<file path="config.mk">
export PLATFORM = sky130hd
export DESIGN_NAME = inst_loader
export DESIGN_NICKNAME = d
export VERILOG_FILES = /design/src/rtl/inst_loader.sv
export SDC_FILE = /design/constraint.sdc
export NUM_CORES = 1
export LEC_CHECK = 0
export CORE_AREA = 3 3 103 105
export DETAILED_ROUTE_END_ITERATION = 6
export DIE_AREA = 0 0 106 108
export GPL_TIMING_DRIVEN = 0
export PLACE_DENSITY_LB_ADDON = 0.2
export SLEW_MARGIN = 20
export SYNTH_ARGS = -nofsm -noshare
export SYNTH_HDL_FRONTEND = slang
export SYNTH_SLANG_ARGS = --single-unit
</file>
<file path="constraint.sdc">
create_clock -name clk -period 7.47 [get_ports clk]
set_input_delay 1.494 -clock clk [delete_from_list [all_inputs] [get_ports clk]]
set_output_delay 1.494 -clock clk [all_outputs]
set_load 0.1 [all_outputs]
</file>
<file path="src/rtl/inst_loader.sv">
// Instruction loader: parses a length-prefixed byte stream into 16-bit words,
// writes them into instruction RAM, verifies an XOR checksum and controls the
// processor reset accordingly.
module inst_loader #(
    parameter int DATA_WIDTH     = 16,
    parameter int PC_WIDTH       = 8,
    parameter int INST_RAM_DEPTH = 256
) (
    input  logic                  clk,
    input  logic                  reset,
    input  logic                  start,
    input  logic                  rx_valid,
    input  logic [7:0]            rx_data,
    output logic                  rx_ready,
    output logic                  mem_wr_en,
    output logic [PC_WIDTH-1:0]   mem_addr,
    output logic [DATA_WIDTH-1:0] mem_wr_data,
    output logic                  cpu_reset,
    output logic                  busy,
    output logic                  done,
    output logic                  error,
    output logic [PC_WIDTH:0]     words_loaded
);

    typedef enum logic [2:0] {
        IDLE,
        LEN_HI,
        LEN_LO,
        DATA_HI,
        DATA_LO,
        CHECK,
        DONE,
        ERR
    } state_t;

    localparam logic [PC_WIDTH-1:0] ADDR_MAX = PC_WIDTH'(INST_RAM_DEPTH - 1);

    state_t                  state_q;
    logic [7:0]              len_hi_q;
    logic [15:0]             len_q;
    logic [15:0]             cnt_q;
    logic [7:0]              hi_q;
    logic [7:0]              csum_q;
    logic                    wr_en_q;
    logic [PC_WIDTH-1:0]     addr_q;
    logic [DATA_WIDTH-1:0]   wdata_q;
    logic [PC_WIDTH:0]       loaded_q;
    logic                    cpu_rst_q;
    logic                    busy_q;
    logic                    done_q;
    logic                    err_q;

    logic                    accept;
    logic [15:0]             len_rx;
    logic [15:0]             cnt_next;

    // Byte handshake: ready only in the states that consume stream bytes
    always_comb begin
        rx_ready = 1'b0;
        case (state_q)
            LEN_HI, LEN_LO, DATA_HI, DATA_LO, CHECK: rx_ready = 1'b1;
            default:                                 rx_ready = 1'b0;
        endcase
        accept   = rx_valid && rx_ready;
        len_rx   = {len_hi_q, rx_data};
        cnt_next = cnt_q + 16'd1;
    end

    // Loader FSM with all outputs registered
    always_ff @(posedge clk or posedge reset) begin
        if (reset) begin
            state_q   <= IDLE;
            len_hi_q  <= '0;
            len_q     <= '0;
            cnt_q     <= '0;
            hi_q      <= '0;
            csum_q    <= '0;
            wr_en_q   <= 1'b0;
            addr_q    <= '0;
            wdata_q   <= '0;
            loaded_q  <= '0;
            cpu_rst_q <= 1'b1;
            busy_q    <= 1'b0;
            done_q    <= 1'b0;
            err_q     <= 1'b0;
        end else begin
            wr_en_q <= 1'b0;
            // Address advances after each write but saturates at the last
            // RAM entry so a full-depth load never wraps.
            if (wr_en_q && (addr_q != ADDR_MAX)) begin
                addr_q <= addr_q + PC_WIDTH'(1);
            end

            case (state_q)
                IDLE, DONE, ERR: begin
                    if (state_q == DONE) begin
                        cpu_rst_q <= 1'b0;
                    end
                    if (start) begin
                        state_q   <= LEN_HI;
                        done_q    <= 1'b0;
                        err_q     <= 1'b0;
                        loaded_q  <= '0;
                        addr_q    <= '0;
                        csum_q    <= '0;
                        cnt_q     <= '0;
                        cpu_rst_q <= 1'b1;
                        busy_q    <= 1'b1;
                    end
                end

                LEN_HI: begin
                    if (accept) begin
                        len_hi_q <= rx_data;
                        state_q  <= LEN_LO;
                    end
                end

                LEN_LO: begin
                    if (accept) begin
                        len_q <= len_rx;
                        if ((len_rx == 16'd0) ||
                            (32'(len_rx) > 32'(INST_RAM_DEPTH))) begin
                            state_q <= ERR;
                            busy_q  <= 1'b0;
                            err_q   <= 1'b1;
                        end else begin
                            state_q <= DATA_HI;
                        end
                    end
                end

                DATA_HI: begin
                    if (accept) begin
                        hi_q    <= rx_data;
                        csum_q  <= csum_q ^ rx_data;
                        state_q <= DATA_LO;
                    end
                end

                DATA_LO: begin
                    if (accept) begin
                        csum_q   <= csum_q ^ rx_data;
                        wr_en_q  <= 1'b1;
                        wdata_q  <= DATA_WIDTH'({hi_q, rx_data});
                        loaded_q <= loaded_q + (PC_WIDTH + 1)'(1);
                        cnt_q    <= cnt_next;
                        state_q  <= (cnt_next == len_q) ? CHECK : DATA_HI;
                    end
                end

                CHECK: begin
                    if (accept) begin
                        busy_q <= 1'b0;
                        if (rx_data == csum_q) begin
                            state_q <= DONE;
                            done_q  <= 1'b1;
                        end else begin
                            state_q <= ERR;
                            err_q   <= 1'b1;
                        end
                    end
                end

                default: begin
                    state_q <= IDLE;
                end
            endcase
        end
    end

    assign mem_wr_en    = wr_en_q;
    assign mem_addr     = addr_q;
    assign mem_wr_data  = wdata_q;
    assign words_loaded = loaded_q;
    assign cpu_reset    = cpu_rst_q;
    assign busy         = busy_q;
    assign done         = done_q;
    assign error        = err_q;

endmodule

</file>
* Yosys cells after proc, flatten, opt, wreduce, memory -nomap -nowiden
Index checks and enable logic that the tools add are counted.
** Storage, ports and cells
- Bits in registers :: 97
- Input bits :: 12
- Output and inout bits :: 39
- Word-level logic and storage cells :: 104
** Cells by class
- Add/subtract/negate cells :: 3
- Order comparisons :: 1
- Equal/unequal tests :: 20
- Multiplexer cells :: 41
- Bitwise logic cells :: 1
- Reductions and logical operators :: 24
** Operators with widths (number)
- $mux W8 :: 5
- $mux W16 :: 2
- $pmux W16 S2 :: 1
- $mux W3 :: 8
- $mux W9 :: 2
- $ne A2 B2 Y1 const B :: 9
- $pmux W3 S6 :: 1
- $pmux W9 S2 :: 1
- $mux W1 :: 17
- $add A16 B1 Y16 const B :: 1
- $eq A16 B16 Y1 :: 1
- $gt A16 B9 Y1 const B :: 1
- $logic_not A16 Y1 :: 1
- $pmux W8 S2 :: 1
- $eq A3 B3 Y1 const B :: 4
- $reduce_and A6 Y1 :: 2
- $reduce_and A2 Y1 :: 5
- $add A9 B1 Y9 const B :: 1
- $add A8 B1 Y8 const B :: 1
- $eq A8 B8 Y1 :: 1
- $ne A8 B8 Y1 const B :: 1
- $reduce_bool A2 Y1 :: 4
- $xor A8 B8 Y8 :: 1
- $eq A3 B2 Y1 const B :: 2
- 14 further kinds :: 17

* Depth between registers and ports, before layout
Gate-level depths: netlist of run 1.
- Word-level depth :: 6
- Gate-level depth with buffers :: 10
- Depth with buffers taken out :: 7

* Worst setup path before layout of run 1
No wires, ideal clock.
- Path kind :: reg2out
- Start :: register state_q[2]
- End :: output rx_ready
- Data arrival time :: 1.882 ns
- Data required time :: 5.976 ns
- Setup slack :: 4.094 ns
- Stages on the path, launching flop included :: 3
- Buffers on the path :: 0
- Cell sequence :: dfrtp_1 > and2_1 > nor2_1
** On the way
- Word-level cells in the longest chain between the ends :: 3
- Elaborated cells between the ends (all ways) :: 7
- Those cells by class :: eq/ne: 5; mux: 1; reduce/logical: 1
** RTL lines
- start, declared :: RTL line 38 : state_t state_q;
- start signal, assigned :: RTL line 148 : state_q <= (cnt_next == len_q) ? CHECK : DATA_HI;
- $eq A3 B3 Y1 (tied with other cells) :: RTL line 60 : case (state_q)
- $reduce_or A5 Y1 (*) :: RTL line 60
- $mux W1 (*) :: RTL line 60
- end, declared :: RTL line 14 : output logic rx_ready,
Mark *: on every way between the ends. The rest lies on a longest branch, timed or not.

* Final worst setup path of run 1
Ends and elaborated chain as after synthesis.

==> results of run 1 <==
[area by class of cell]
class	count	share of cell area, %
Inverter	4	0.3495
Clock buffer	12	2.534
Sequential cell	97	42.40
Multi-Input combinational cell	374	40.04
Tap cell	133	2.905
Timing Repair Buffer	50	9.043
Buffer	26	1.835
Clock inverter	4	0.8956
[worst reg2reg max path: stages, from the launching register on]
cell,delay (ns)
dfrtp_1,0.45
ha_1,0.28
and3_1,0.19
buf_2,0.16
xnor2_1,0.13
nor4_1,0.30
o311ai_0,0.25
a2111oi_1,0.56
a41o_1,0.26
[registers in the layout (all words and copies together) (netlist names), 3 cells and up]
signal,flops
cnt_q,16
csum_q,8
hi_q,8
len_hi_q,8
len_q,16
mem_addr,8
mem_wr_data,16
state_q,3
words_loaded,9
[metal layers]
| metal | vias to the layer above | GRT usage, % | wire (µm) |
|---|---|---|---|
| li1 | 1840 | - | - |
| met1 | 1871 | 27.93 | 5172 |
| met2 | 80 | 33.83 | 5039 |
| met3 | 19 | 3.701 | 433 |
| met4 | 0 | 7.863 | 228 |
| met5 | - | 0 | 0 |
[layout by cell type (no fill, tap or decap), types with 6 or more instances in the layout]
cell type,instances
clkbuf_8,10
xnor2_1,18
mux2_2,32
nand2_1,101
nor3_1,7
clkdlybuf4s50_1,49
xor2_1,25
nand3_1,11
nor2b_1,6
o21ai_0,46
clkbuf_1,22
and3_1,8
dfrtp_1,96
a21oi_1,13
o31ai_1,7
nor2_1,25
nand2b_1,15
nand4_1,12
[power by group]
group	total (mW)	switching (mW)	internal (mW)	leakage (nW)
combinational	1.16	0.792	0.367	1.16
sequential	0.841	0.138	0.703	1.25
clock	0.348	0.183	0.165	0.0970
[logic make-up after synthesis]
| logic type | synth area share (%) |
|---|---|
| AOI/OAI and AO/OA | 10.16 |
| xor gates and xnor gates | 7.778 |
| adders and majority gates | 0.7753 |
| buffers and inverters | 2.480 |
| DFF | 50.16 |
| muxes | 7.855 |
| and+or+nand+nor | 20.80 |
[stage by stage]
stage / total power, mW / setup WS [ns] / hold WS (ns)
CTS: 2.364 / 3.567 / 0.4839
global placement: 1.981 / 2.018 / 0.4512
finish: 2.349 / 3.602 / 0.4807
floorplan: 1.733 / 3.444 / 0.4331
global route: 2.497 / 3.529 / 0.5093
detailed placement: 2.017 / 3.543 / 0.4567
[final timing paths]
kind / from / to / cells past startpoint / slack (ns)
max: state_q[2]$_DFFE_PP0P_ / rx_ready / 3 / 3.60
min: mem_wr_data[15]$_DFFE_PP0P_ / mem_wr_data[15]$_DFFE_PP0P_ / 2 / 0.48
max reg2reg: cnt_q[0]$_DFFE_PP0P_ / state_q[2]$_DFFE_PP0P_ / 8 / 4.84
min reg2reg: mem_wr_data[15]$_DFFE_PP0P_ / mem_wr_data[15]$_DFFE_PP0P_ / 2 / 0.48
max in group asynchronous: reset / len_q[12]$_DFFE_PP0P_ / 3 / 5.38
min in group asynchronous: reset / mem_wr_data[15]$_DFFE_PP0P_ / 2 / 1.47
==> flow_summary_export.csv, run 1 <==
group,metric,value,unit
outcome,status,"completed",
cts,hold_buffers,0,
power_and_ir_drop,p_leak,2.503,nW
synth,yosysWarnings,0,
worst_setup_path,worstPathMaxFanout,7,
cts,cts_tree,"done",
place,dp.cells,684,
worst_setup_path,crit_buf_inv,1,
synth,yosysMostFrequentCell,"nand2_1",
floorplanning,die_x,106,µm
timing,skew,0.009093,ns
worst_setup_path,cp-start-kind,"flop",
synth,synth_area_per_cell,9.665,µm²
grt,grt_pass1_vias,3817,
grt,grt_usage,20.74,%
timing,hold_violations,0,
worst_setup_path,worstPathArrival,2.37,ns
cells_and_area,syn2layout_area_growth,18.29,%
route,wl,10.87,mm
synth,ys_top_cells_by_count,"nand2_1, dfrtp_1, o21ai_0, mux2_2",
route,drt_iter0_drc,149,
cells_and_area,final_nets,577,
worst_setup_path,cp.required,5.98,ns
cts,h-tree-depth,3,
timing,fin_crit_sh,51.78,%
cells_and_area,fillers,904,
route,viasPerCell,5.443,
floorplanning,rows,36,
worst_setup_path,crit_type,"reg2out",
place,dp_hpwl,7.799,mm
floorplanning,die-height,108,µm
synth,synth.distinct_cells,46,
grt,grt_max_degree,65,
route,antenna_left,0,
cells_and_area,drive_gt1_share,10.41,%
floorplanning,ios,51,
place,gp_congestion,0.8480,
cts,cts_root_buf,"clkbuf_8",
place,portBuffers,49,
synth,synth_edf_count,0,
synth,synth-seq-cells,97,
synth,netlist_top_cells_area,"dfrtp_1, nand2_1, mux2_2",
synth,synth_top_area_cell,"dfrtp_1",
floorplanning,initial_core_util,49.77,%
cts,ctsResizeCount,0,
cells_and_area,fin_util,58.87,%
route,avgRoutedWirePerCell,15.53,µm
synth,syn_nets,516,
synth,netlist_area,0.004842,mm²
worst_setup_path,end_kind,"output port",
power_and_ir_drop,powerDensity,410.1,mW/mm²
synth,async_flop_share,100.0,%
timing,fin_setup_tns,0,ns
route,vias,3810,
timing,worst_slew_pin_slew,0.9720,ns
route,drc,0,
cts,cts_setup_buffers,0,
grt,grt_overflow,0,
synth,yosys_most_used_dff,"dfrtp_1",
floorplanning,die_area,0.01145,mm²
synth,netlist.area_leader.share,49.61,%
synth,ys_seq_area_share,50.16,%
cts,cts_sinks,97,
route,dr.pass1.iters,4,
cells_and_area,multi_input_area,0.002293,mm²
worst_setup_path,worstPathCellList,"and2_1 > nor2_1 > clkdlybuf4s50_1",
timing,final-max-slew-violation-count,0,
worst_setup_path,crit_family,"buffers and inverters",
power_and_ir_drop,ir_worst_vdd,0.0003446,V
cts,cts_buffers,9,
timing,maxSlewHeadroom,34.99,%
cts,cts.clk_slew.worst_paths,0.09,ns
min_path,hp-class,"reg2reg",
run,maxCapViolations,0,
cts,clockBufferDepth,2,
timing,finalCriticalPeriod,3.868,ns
floorplanning,core,0.009729,mm²
place,place_area,0.005532,mm²
grt,antenna_found_initial,0,
worst_setup_path,cp_slowest_stage_delay,1.16,ns
cells_and_area,instances_no_fill,700,
worst_setup_path,critPathSlowestCell,"clkdlybuf4s50_1",
timing,rsz0062_at_grt,"no",
cells_and_area,fin_area,0.005728,mm²
grt,grt_pass1_wl,18.72,mm
timing,setup_viol,0,
cts,clk_latency,0.37,ns
cells_and_area,antennaDiodeCount,0,
timing,max_freq,258.6,MHz
cells_and_area,ff_latch_area,0.002429,mm²
synth,synth_cells,501,
(Power assumes the default switching activity.)
==> inputs of run 2 (changes only) <==
- clock period: 7.47 -> 3.2 ns (I/O delays scaled with it)
==> results of run 2 <==
Same layout as run 1 (identical final DEF). Status: completed.
Among the figures that moved: setup slack after placement 3.543 ns -> 0.1273 ns; setup slack after layout 3.602 ns -> 0.1863 ns; register-to-register setup slack 4.84 ns -> 0.57 ns; total power 2.349 mW -> 5.483 mW; worst IR drop on VDD 0.0003446 V -> 0.0008044 V
